### config.mk
export PLATFORM = sky130hd
export DESIGN_NAME = uart_rx_flat
export DESIGN_NICKNAME = d
export VERILOG_FILES = /design/src/rtl/uart_pkg.sv /design/src/rtl/uart_rx_if.sv /design/src/rtl/uart_os_tick_gen.sv /design/src/rtl/uart_rx.sv /design/src/flat_wrapper.sv
export SDC_FILE = /design/constraint.sdc
export NUM_CORES = 1
export LEC_CHECK = 0
export CAP_MARGIN = 30
export CELL_PAD_IN_SITES_DETAIL_PLACEMENT = 1
export CELL_PAD_IN_SITES_GLOBAL_PLACEMENT = 2
export CORE_ASPECT_RATIO = 1.2
export CORE_UTILIZATION = 36
export DETAILED_ROUTE_END_ITERATION = 8
export PLACE_DENSITY = 0.85
export SLEW_MARGIN = 10
export SYNTH_ARGS = -nofsm -noshare
export SYNTH_HDL_FRONTEND = slang
export SYNTH_SLANG_ARGS = --single-unit
### constraint.sdc
create_clock -name clk_i -period 6.48 [get_ports clk_i]
set_input_delay 0.972 -clock clk_i [delete_from_list [all_inputs] [get_ports clk_i]]
set_output_delay 0.972 -clock clk_i [all_outputs]
set_load 0.005 [all_outputs]
### src/rtl/uart_pkg.sv
// uart_pkg: definitions shared by the UART receive and transmit paths.
//   - uart_state_e : receiver FSM encoding (IDLE=0, START=1, DATA=2, STOP=3)
//   - OVERSAMPLE   : oversampling ratio per bit
//   - MID_SAMPLE   : sample count nearest the bit centre
//   - DATA_BITS_7 / DATA_BITS_8 : character lengths selectable per frame
//   - DECIDE_SAMPLE: sample count at which bit decisions and state actions occur
//   - maj3()       : 2-of-3 majority vote
// Optional build macro: UART_RX_MAJORITY_EN moves the decision point one
// sample later so that counts 6, 7 and 8 can be voted.
package uart_pkg;

   typedef enum logic [1:0] {
      ST_IDLE  = 2'd0,
      ST_START = 2'd1,
      ST_DATA  = 2'd2,
      ST_STOP  = 2'd3
   } uart_state_e;

   localparam int OVERSAMPLE  = 16;
   localparam int MID_SAMPLE  = 7;
   localparam int DATA_BITS_7 = 7;
   localparam int DATA_BITS_8 = 8;

   localparam logic [3:0] LAST_SAMPLE = 4'(OVERSAMPLE - 1);
   localparam logic [3:0] PRE_SAMPLE  = 4'(MID_SAMPLE - 1);
   localparam logic [3:0] MID_CNT     = 4'(MID_SAMPLE);
`ifdef UART_RX_MAJORITY_EN
   localparam logic [3:0] DECIDE_SAMPLE = 4'(MID_SAMPLE + 1);
`else
   localparam logic [3:0] DECIDE_SAMPLE = 4'(MID_SAMPLE);
`endif

   function automatic logic maj3(input logic a, input logic b, input logic c);
      return (a & b) | (a & c) | (b & c);
   endfunction

endpackage

### src/rtl/uart_rx_if.sv
// uart_rx_if: parallel character handshake between the UART receiver and
// the host-side RX buffer.
//   m_data_o    : received character (bit 7 = 0 for 7-bit frames)
//   m_valid_o   : character available
//   m_ready_i   : consumer accepts
//   frame_err_o : stop-bit error, qualified by m_valid_o
//   overrun_o   : sticky, a character was dropped while one was pending
// Handshake: a character transfers on every clock edge where m_valid_o and
// m_ready_i are both high; while m_valid_o is high and m_ready_i is low,
// m_data_o and frame_err_o hold steady and m_valid_o stays high.
interface uart_rx_if;
   logic [7:0] m_data_o;
   logic       m_valid_o;
   logic       m_ready_i;
   logic       frame_err_o;
   logic       overrun_o;

   modport master (
      output m_data_o,
      output m_valid_o,
      output frame_err_o,
      output overrun_o,
      input  m_ready_i
   );

   modport slave (
      input  m_data_o,
      input  m_valid_o,
      input  frame_err_o,
      input  overrun_o,
      output m_ready_i
   );
endinterface

### src/rtl/uart_os_tick_gen.sv
// uart_os_tick_gen: clearable divider producing a one-clock oversample tick
// every max(div_i,1) clocks. Usable for both RX and TX baud paths.
//   clk_i     : system clock
//   s_rst_n_i : synchronous active-low reset
//   clear_i   : holds the divider at zero and suppresses the tick
//   div_i     : clocks per tick, 0 behaves as 1
//   tick_o    : one-clock pulse
module uart_os_tick_gen #(
   parameter int DIV_W = 16
) (
   input  logic             clk_i,
   input  logic             s_rst_n_i,
   input  logic             clear_i,
   input  logic [DIV_W-1:0] div_i,
   output logic             tick_o
);

   logic [DIV_W-1:0] r_cnt;
   logic [DIV_W-1:0] w_div_m1;

   assign w_div_m1 = (div_i == '0) ? '0 : div_i - 1'b1;
   // >= keeps the divider from running away if the count ever exceeds the
   // terminal value.
   assign tick_o   = !clear_i && (r_cnt >= w_div_m1);

   always_ff @(posedge clk_i) begin
      if (!s_rst_n_i) begin
         r_cnt <= '0;
      end else if (clear_i || tick_o) begin
         r_cnt <= '0;
      end else begin
         r_cnt <= r_cnt + 1'b1;
      end
   end

endmodule

### src/rtl/uart_rx.sv
// uart_rx: UART receiver with 16x oversampling, mid-bit sampling and
// start-bit glitch rejection. Frames of 7/8 data bits and 1/2 stop bits.
//   clk_i          : system clock
//   s_rst_n_i      : synchronous active-low reset
//   enable_i       : receiver enable; low aborts the frame and holds IDLE
//   rx_i           : asynchronous serial input, idle high
//   baud_div_i     : clocks per 1/16 bit (0 behaves as 1)
//   data_bit_num_i : 1 = 7 data bits, 0 = 8
//   stop_bit_num_i : 1 = two stop bits, 0 = one
//   busy_o         : high whenever the FSM is not IDLE
//   dbg_state_o    : current FSM state
//   m_if           : character output handshake (uart_rx_if.master)
// Optional build macro: UART_RX_MAJORITY_EN votes samples 6/7/8 and acts at
// sample 8 instead of taking a single sample at 7.
module uart_rx
   import uart_pkg::*;
#(
   parameter int BAUD_DIV_W = 16
) (
   input  logic                  clk_i,
   input  logic                  s_rst_n_i,
   input  logic                  enable_i,
   input  logic                  rx_i,
   input  logic [BAUD_DIV_W-1:0] baud_div_i,
   input  logic                  data_bit_num_i,
   input  logic                  stop_bit_num_i,
   output logic                  busy_o,
   output uart_state_e           dbg_state_o,
   uart_rx_if.master             m_if
);

   // synchronizer and frame state
   logic                  r_rx_meta;
   logic                  r_rx_sync;
   uart_state_e           r_state;
   uart_state_e           w_state_nxt;
   logic [3:0]            r_sample_cnt;
   logic [2:0]            r_bit_cnt;
   logic [7:0]            r_shift;
   logic [BAUD_DIV_W-1:0] r_div;
   logic                  r_seven;
   logic                  r_two_stop;
   logic                  r_stop_idx;
   logic                  r_ferr;

   // output registers
   logic [7:0]            r_data;
   logic                  r_valid;
   logic                  r_frame_err;
   logic                  r_overrun;

   logic w_os_tick;
   logic w_tick_clear;
   logic w_decide;
   logic w_last;
   logic w_bit;
   logic w_last_data;
   logic w_last_stop;
   logic w_start;
   logic w_shift_en;
   logic w_commit;
   logic [7:0] w_char;

   assign w_tick_clear = (r_state == ST_IDLE) || !enable_i;

   uart_os_tick_gen #(.DIV_W(BAUD_DIV_W)) u_tick_gen (
      .clk_i     (clk_i),
      .s_rst_n_i (s_rst_n_i),
      .clear_i   (w_tick_clear),
      .div_i     (r_div),
      .tick_o    (w_os_tick)
   );

   assign w_decide    = w_os_tick && (r_sample_cnt == DECIDE_SAMPLE);
   assign w_last      = w_os_tick && (r_sample_cnt == LAST_SAMPLE);
   assign w_last_data = (r_bit_cnt == (r_seven ? 3'd6 : 3'd7));
   assign w_last_stop = (r_stop_idx == r_two_stop);

`ifdef UART_RX_MAJORITY_EN
   logic r_s6;
   logic r_s7;

   always_ff @(posedge clk_i) begin
      if (!s_rst_n_i) begin
         r_s6 <= 1'b1;
         r_s7 <= 1'b1;
      end else if (w_os_tick) begin
         if (r_sample_cnt == PRE_SAMPLE) r_s6 <= r_rx_sync;
         if (r_sample_cnt == MID_CNT)    r_s7 <= r_rx_sync;
      end
   end

   // count-8 sample is the live synchronized value at the decision tick
   assign w_bit = maj3(r_s6, r_s7, r_rx_sync);
`else
   assign w_bit = r_rx_sync;
`endif

   // 7-bit characters have been shifted one place short of the LSB
   assign w_char = r_seven ? {1'b0, r_shift[7:1]} : r_shift;

   always_comb begin
      w_state_nxt = r_state;
      w_start     = 1'b0;
      w_shift_en  = 1'b0;
      w_commit    = 1'b0;
      case (r_state)
         ST_IDLE: begin
            if (!r_rx_sync) begin
               w_state_nxt = ST_START;
               w_start     = 1'b1;
            end
         end
         ST_START: begin
            if (w_decide && w_bit) begin
               w_state_nxt = ST_IDLE;
            end else if (w_last) begin
               w_state_nxt = ST_DATA;
            end
         end
         ST_DATA: begin
            w_shift_en = w_decide;
            if (w_last && w_last_data) begin
               w_state_nxt = ST_STOP;
            end
         end
         ST_STOP: begin
            // committing at the last stop's mid-sample leaves half a bit to
            // catch a back-to-back start edge
            if (w_decide && w_last_stop) begin
               w_commit    = 1'b1;
               w_state_nxt = ST_IDLE;
            end
         end
         default: w_state_nxt = ST_IDLE;
      endcase
      if (!enable_i) begin
         w_state_nxt = ST_IDLE;
         w_start     = 1'b0;
         w_shift_en  = 1'b0;
         w_commit    = 1'b0;
      end
   end

   always_ff @(posedge clk_i) begin
      if (!s_rst_n_i) begin
         r_rx_meta <= 1'b1;
         r_rx_sync <= 1'b1;
         r_state   <= ST_IDLE;
      end else begin
         r_rx_meta <= rx_i;
         r_rx_sync <= r_rx_meta;
         r_state   <= w_state_nxt;
      end
   end

   always_ff @(posedge clk_i) begin
      if (!s_rst_n_i) begin
         r_sample_cnt <= '0;
         r_bit_cnt    <= '0;
         r_shift      <= '0;
         r_div        <= '0;
         r_seven      <= 1'b0;
         r_two_stop   <= 1'b0;
         r_stop_idx   <= 1'b0;
         r_ferr       <= 1'b0;
      end else if (!enable_i || w_start) begin
         r_sample_cnt <= '0;
         r_bit_cnt    <= '0;
         r_stop_idx   <= 1'b0;
         r_ferr       <= 1'b0;
         if (w_start) begin
            r_shift    <= '0;
            r_div      <= baud_div_i;
            r_seven    <= data_bit_num_i;
            r_two_stop <= stop_bit_num_i;
         end
      end else begin
         if (w_os_tick) r_sample_cnt <= r_sample_cnt + 1'b1;
         if (w_shift_en) r_shift <= {w_bit, r_shift[7:1]};
         if ((r_state == ST_DATA) && w_last) r_bit_cnt <= r_bit_cnt + 1'b1;
         if ((r_state == ST_STOP) && w_last) r_stop_idx <= 1'b1;
         if ((r_state == ST_STOP) && w_decide && !w_bit) r_ferr <= 1'b1;
      end
   end

   always_ff @(posedge clk_i) begin
      if (!s_rst_n_i) begin
         r_data      <= '0;
         r_valid     <= 1'b0;
         r_frame_err <= 1'b0;
         r_overrun   <= 1'b0;
      end else begin
         if (!enable_i) r_overrun <= 1'b0;
         if (w_commit) begin
            if (!r_valid || m_if.m_ready_i) begin
               r_data      <= w_char;
               r_frame_err <= r_ferr | !w_bit;
               r_valid     <= 1'b1;
            end else begin
               r_overrun   <= 1'b1;
            end
         end else if (r_valid && m_if.m_ready_i) begin
            r_valid <= 1'b0;
         end
      end
   end

   assign m_if.m_data_o    = r_data;
   assign m_if.m_valid_o   = r_valid;
   assign m_if.frame_err_o = r_frame_err;
   assign m_if.overrun_o   = r_overrun;
   assign busy_o           = (r_state != ST_IDLE);
   assign dbg_state_o      = r_state;

endmodule
### src/flat_wrapper.sv
// flat-port wrapper written by rule: the top's interface ports become plain ports
module uart_rx_flat import uart_pkg::*;
#(
   parameter int BAUD_DIV_W = 16
)
  (clk_i, s_rst_n_i, enable_i, rx_i, baud_div_i, data_bit_num_i, stop_bit_num_i, busy_o, dbg_state_o, m_if_m_data_o, m_if_m_valid_o, m_if_frame_err_o, m_if_overrun_o, m_if_m_ready_i);
  uart_rx_if m_if_i ();
  input  logic clk_i;
  input  logic s_rst_n_i;
  input  logic enable_i;
  input  logic rx_i;
  input  logic [BAUD_DIV_W-1:0] baud_div_i;
  input  logic data_bit_num_i;
  input  logic stop_bit_num_i;
  output logic busy_o;
  output uart_state_e dbg_state_o;
  output wire logic [$bits(m_if_i.m_data_o)-1:0] m_if_m_data_o;
  output wire logic [$bits(m_if_i.m_valid_o)-1:0] m_if_m_valid_o;
  output wire logic [$bits(m_if_i.frame_err_o)-1:0] m_if_frame_err_o;
  output wire logic [$bits(m_if_i.overrun_o)-1:0] m_if_overrun_o;
  input wire logic [$bits(m_if_i.m_ready_i)-1:0] m_if_m_ready_i;
  assign m_if_m_data_o = m_if_i.m_data_o;
  assign m_if_m_valid_o = m_if_i.m_valid_o;
  assign m_if_frame_err_o = m_if_i.frame_err_o;
  assign m_if_overrun_o = m_if_i.overrun_o;
  assign m_if_i.m_ready_i = m_if_m_ready_i;
  uart_rx #(.BAUD_DIV_W(BAUD_DIV_W)) u_core (.clk_i(clk_i), .s_rst_n_i(s_rst_n_i), .enable_i(enable_i), .rx_i(rx_i), .baud_div_i(baud_div_i), .data_bit_num_i(data_bit_num_i), .stop_bit_num_i(stop_bit_num_i), .busy_o(busy_o), .dbg_state_o(dbg_state_o), .m_if(m_if_i));
endmodule
==> parameters.txt <==
Parameter                              Value

GRT
  Overflow left after global routing ... 0
  Wire length of the first global-routing pass ... 14,280 um
  Largest net degree at the start of global routing ... 28
  Number of global-route vias before repair ... slightly above 3,000
  Antenna violations before repair ... 0
  Overall track demand over capacity in global routing ... 0.1867

Timing
  Setup clock skew after layout ... 0.01459 ns
  Fin. Hold Viols ... 0
  Transition time of the tightest slew-check pin ... roughly 0.8 ns
  Number of endpoints failing setup at the final stage ... 0
  Share of the clock period used by the worst path after layout ... 0.6707
  Clock period minus final worst setup slack ... 4.346 ns
  RSZ-0062 raised after global routing ... no
  Max Transition Viols Final ... 0
  Worst hold margin ... 0.4190 ns
  Max-slew headroom at the worst pin ... 0.4706
  Max Freq ... roughly 230 MHz
  Final sum of negative setup slack ... 0 ns

Cells and area
  Multi-input combinational cell area ... approximately 2000 sq um
  Footprint of the flip-flops and latches ... between 1000 and 1500 sq um
  Fillcell total ... 1,101
  Share of the core filled with cells in the final layout ... 0.4467
  Post-layout instance count excluding filler cells ... between 500 and 600
  Number of nets in the final layout ... between 400 and 500
  Highest-count cells in the layout ignoring fill and taps ... sky130_fd_sc_hd__nand2_1, sky130_fd_sc_hd__dfxtp_1, sky130_fd_sc_hd__nor2_1
  Layout-stage area growth over the synthesis result ... 19.13%
  Antenna fix cells ... 0
  Most common cell after layout, fill and taps aside ... sky130_fd_sc_hd__nand2_1
  Fraction of layout instances using a drive strength above 1 ... 0.05778

Placement
  Detail Placement HPWL ... between 6000 and 7000 um
  Cell count after placement ... between 500 and 600
  Placer congestion estimate ... ~0.79
  Port Buf Inserts ... 36

Critical path
  Worst flop-to-flop path endpoint ... u_core.r_shift[7]
  Critical path startpoint category ... register
  Worst R2R Path Depth ... 11
  Category of the critical setup timing path ... register to register
  R2R setup slack ... around 2.1 ns
  Element type at the critical path end ... register
  Critical Path AT ... roughly 4.6 ns
  RR Startpoint ... u_core.r_div[9]
  Critical path required time ... about 6.7 ns
  Crit Path Max Fanout ... 26

Routing
  First drt pass iteration count ... 4
  Routed via count ... around 2,900
  Initial DRC Count ... 69
  DR vias/cell ... between 5 and 6
  Wire length reported by the detailed router ... between 8000 and 9000 um
  Routed WL per cell ... 15.24 um
  Post-detailed-route count of antenna-violating nets ... 0
  DRC violation count after routing ... 0

Clock network
  Reg clk slew, reported paths ... approximately 0.08 ns
  CTS H-tree lvls ... 3
  Largest buffer count on any clock path ... 2
  Post-cts sizing count ... 0
  Root buffer selected by CTS ... sky130_fd_sc_hd__clkbuf_8
  Post-CTS setup buffers ... 0
  Total of hold buffers inserted after clock tree synthesis ... 0
  Later-pin clock latency in the skew report ... around 0.35 ns
  Clock buffer count from CTS ... 9
  CTS tree ... built
  Clk sink count ... 66

Yosys
  Number of library cell types mapped by synthesis ... between 40 and 50
  Async set-reset flop share out of synthesis ... 0
  Mean post-synth cell area ... around 8.3 sq um
  Post-synthesis sequential element count ... 66
  Mapped Nets ... 460
  Main flop type after synthesis ... sky130_fd_sc_hd__dfxtp_1
  Number of enable-type register cells in the synthesized netlist ... 0
  Top-area cell type share of the netlist area ... 0.3840
  Cells taking the most area after synthesis ... sky130_fd_sc_hd__dfxtp_1, sky130_fd_sc_hd__nand2_1, sky130_fd_sc_hd__ha_1, sky130_fd_sc_hd__a21oi_1, sky130_fd_sc_hd__mux2i_1
  Share of the yosys chip area belonging to registers ... 0.3840
  Cell Area, Synth ... 3441 sq um
  Biggest area consumer among synthesized cells ... sky130_fd_sc_hd__dfxtp_1
  Syn. warnings ... 0
  Number of instances in the synthesized netlist ... between 400 and 500

Worst hold path
  Worst-case hold path end point ... u_core.r_rx_sync
  Launch instance of the worst min-delay path ... u_core.r_rx_meta
  Min-Delay Path Depth ... 1
  Tightest Hold Check Type ... register to register

Floorplanning
  Width of the die ... just over 90 um
  Starting density of the core ... 0.3750
  Full die area ... 9954 sq um
  Placeable core region ... about 9200 sq um
  Floorplan die height ... roughly 110 um
  Number of top-level design ports ... 37
  Number of cell rows ... 38

Power and ir drop
  Static Leakage ... approximately 1.5 nW
  Power per cell area ... ~220 nW/um^2
  Worst IR Drop VDD ... 0.1092 mV

Outcome
  Result of the run ... finished clean

Flow run
  Max-cap viol count ... 0
-- logic make-up (layout without fill, tap and decap cells) --
family | after synthesis | in the layout | share of synthesized area
XOR/XNOR | 33 | 33 | 0.08400
AO/OA/AOI/OAI | 63 | 63 | 0.1215
multiplexers | 17 | 17 | 0.04945
flip-flops | 66 | 66 | 0.3840
adder cells (fa/ha/maj) | 21 | 21 | 0.07636
buffers and inverters | 29 | 63 | 0.03709
AND/OR/NAND/NOR | 187 | 187 | 0.2476
-- cell usage after synthesis (2+ instances only) --
cell	count
sky130_fd_sc_hd__mux2i_1	17
sky130_fd_sc_hd__ha_1	21
sky130_fd_sc_hd__nor3_1	10
sky130_fd_sc_hd__and4_1	2
sky130_fd_sc_hd__nand2_1	81
sky130_fd_sc_hd__a21oi_1	38
sky130_fd_sc_hd__clkbuf_1	13
sky130_fd_sc_hd__or4_1	2
sky130_fd_sc_hd__and2_1	2
sky130_fd_sc_hd__nand4_1	7
sky130_fd_sc_hd__nand2b_1	6
sky130_fd_sc_hd__a21o_1	3
sky130_fd_sc_hd__buf_6	2
sky130_fd_sc_hd__nor2_1	40
sky130_fd_sc_hd__xnor2_1	15
sky130_fd_sc_hd__a311oi_1	7
sky130_fd_sc_hd__buf_2	3
sky130_fd_sc_hd__inv_1	9
sky130_fd_sc_hd__nor2b_1	2
sky130_fd_sc_hd__and3_1	3
sky130_fd_sc_hd__dfxtp_1	66
sky130_fd_sc_hd__o311a_1	2
sky130_fd_sc_hd__nand3_1	23
sky130_fd_sc_hd__o21ai_0	5
sky130_fd_sc_hd__xor2_1	18
sky130_fd_sc_hd__nor3b_1	2
-- flip-flops by register name, summed over array words and instances, names as in the netlist, 3 cells and up, named ones only --
name,flops
u_core.r_div,16
u_core.u_tick_gen.r_cnt,16
u_core.m_if.m_data_o,8
u_core.r_shift,8
u_core.r_sample_cnt,4
u_core.r_bit_cnt,3
-- layer usage --
metal,wire (um),vias up,GRT usage
met1,3814,1401,0.2026
met5,0,-,0
li1,-,1490,-
met2,4609,26,0.3647
met3,144,10,0.02720
met4,119,0,0.07143
-- power by group --
group	leakage (nW)	total (mW)	switching [mW]	internal (mW)
clock	0.110	0.396	0.176	0.220
combinational	0.876	0.112	0.0646	0.0475
sequential	0.533	0.413	0.00443	0.408
-- stage by stage --
step | power, mW | cell area, sq um | setup slack [ns]
2_1_floorplan | 0.4981 | 3441 | 3.103
3_3_place_gp | 0.5315 | 3861 | 2.293
3_5_place_dp | 0.5356 | 3861 | 2.127
4_1_cts | 0.9370 | 4088 | 2.101
5_1_grt | 0.9638 | 4099 | 1.775
6_report | 0.9206 | 4099 | 2.134
-- worst max-delay path, cell delays in order (launching register included) --
cell and delay [ns]:
sky130_fd_sc_hd__dfxtp_1 0.37, sky130_fd_sc_hd__or4_1 0.59, sky130_fd_sc_hd__nor3_1 0.24, sky130_fd_sc_hd__nand4_1 0.51, sky130_fd_sc_hd__nand2_1 0.27, sky130_fd_sc_hd__ha_1 0.19
sky130_fd_sc_hd__nand4_1 0.15, sky130_fd_sc_hd__nor4_2 0.32, sky130_fd_sc_hd__a32oi_2 0.23, sky130_fd_sc_hd__a21oi_4 0.63, sky130_fd_sc_hd__nand3b_2 0.40, sky130_fd_sc_hd__a221oi_2 0.36
-- area by class of cell --
class                   instances  share of cell area
multi-input cells             321              0.4860
well taps                     120             0.03663
flip-flops and latches         66              0.3223
repair buffers                 37             0.09066
clock buffers                   9             0.03022
clock inverters                 7             0.02503
inverters                      10            0.009158
-- worst max path at each step --
stage | startpoint | to | depth (start not counted)
final | u_core.r_div[9] | u_core.r_shift[7] | 11
after detailed placement | u_core.r_div[9] | u_core.r_shift[7] | 11
after CTS | u_core.r_div[9] | u_core.r_shift[7] | 11
after global placement | u_core.r_div[3] | u_core.r_shift[7] | 13
after floorplan | u_core.r_div[3] | u_core.r_shift[7] | 14
after global routing | u_core.r_div[9] | u_core.r_shift[7] | 11
Power figures use the tool's default switching activity.
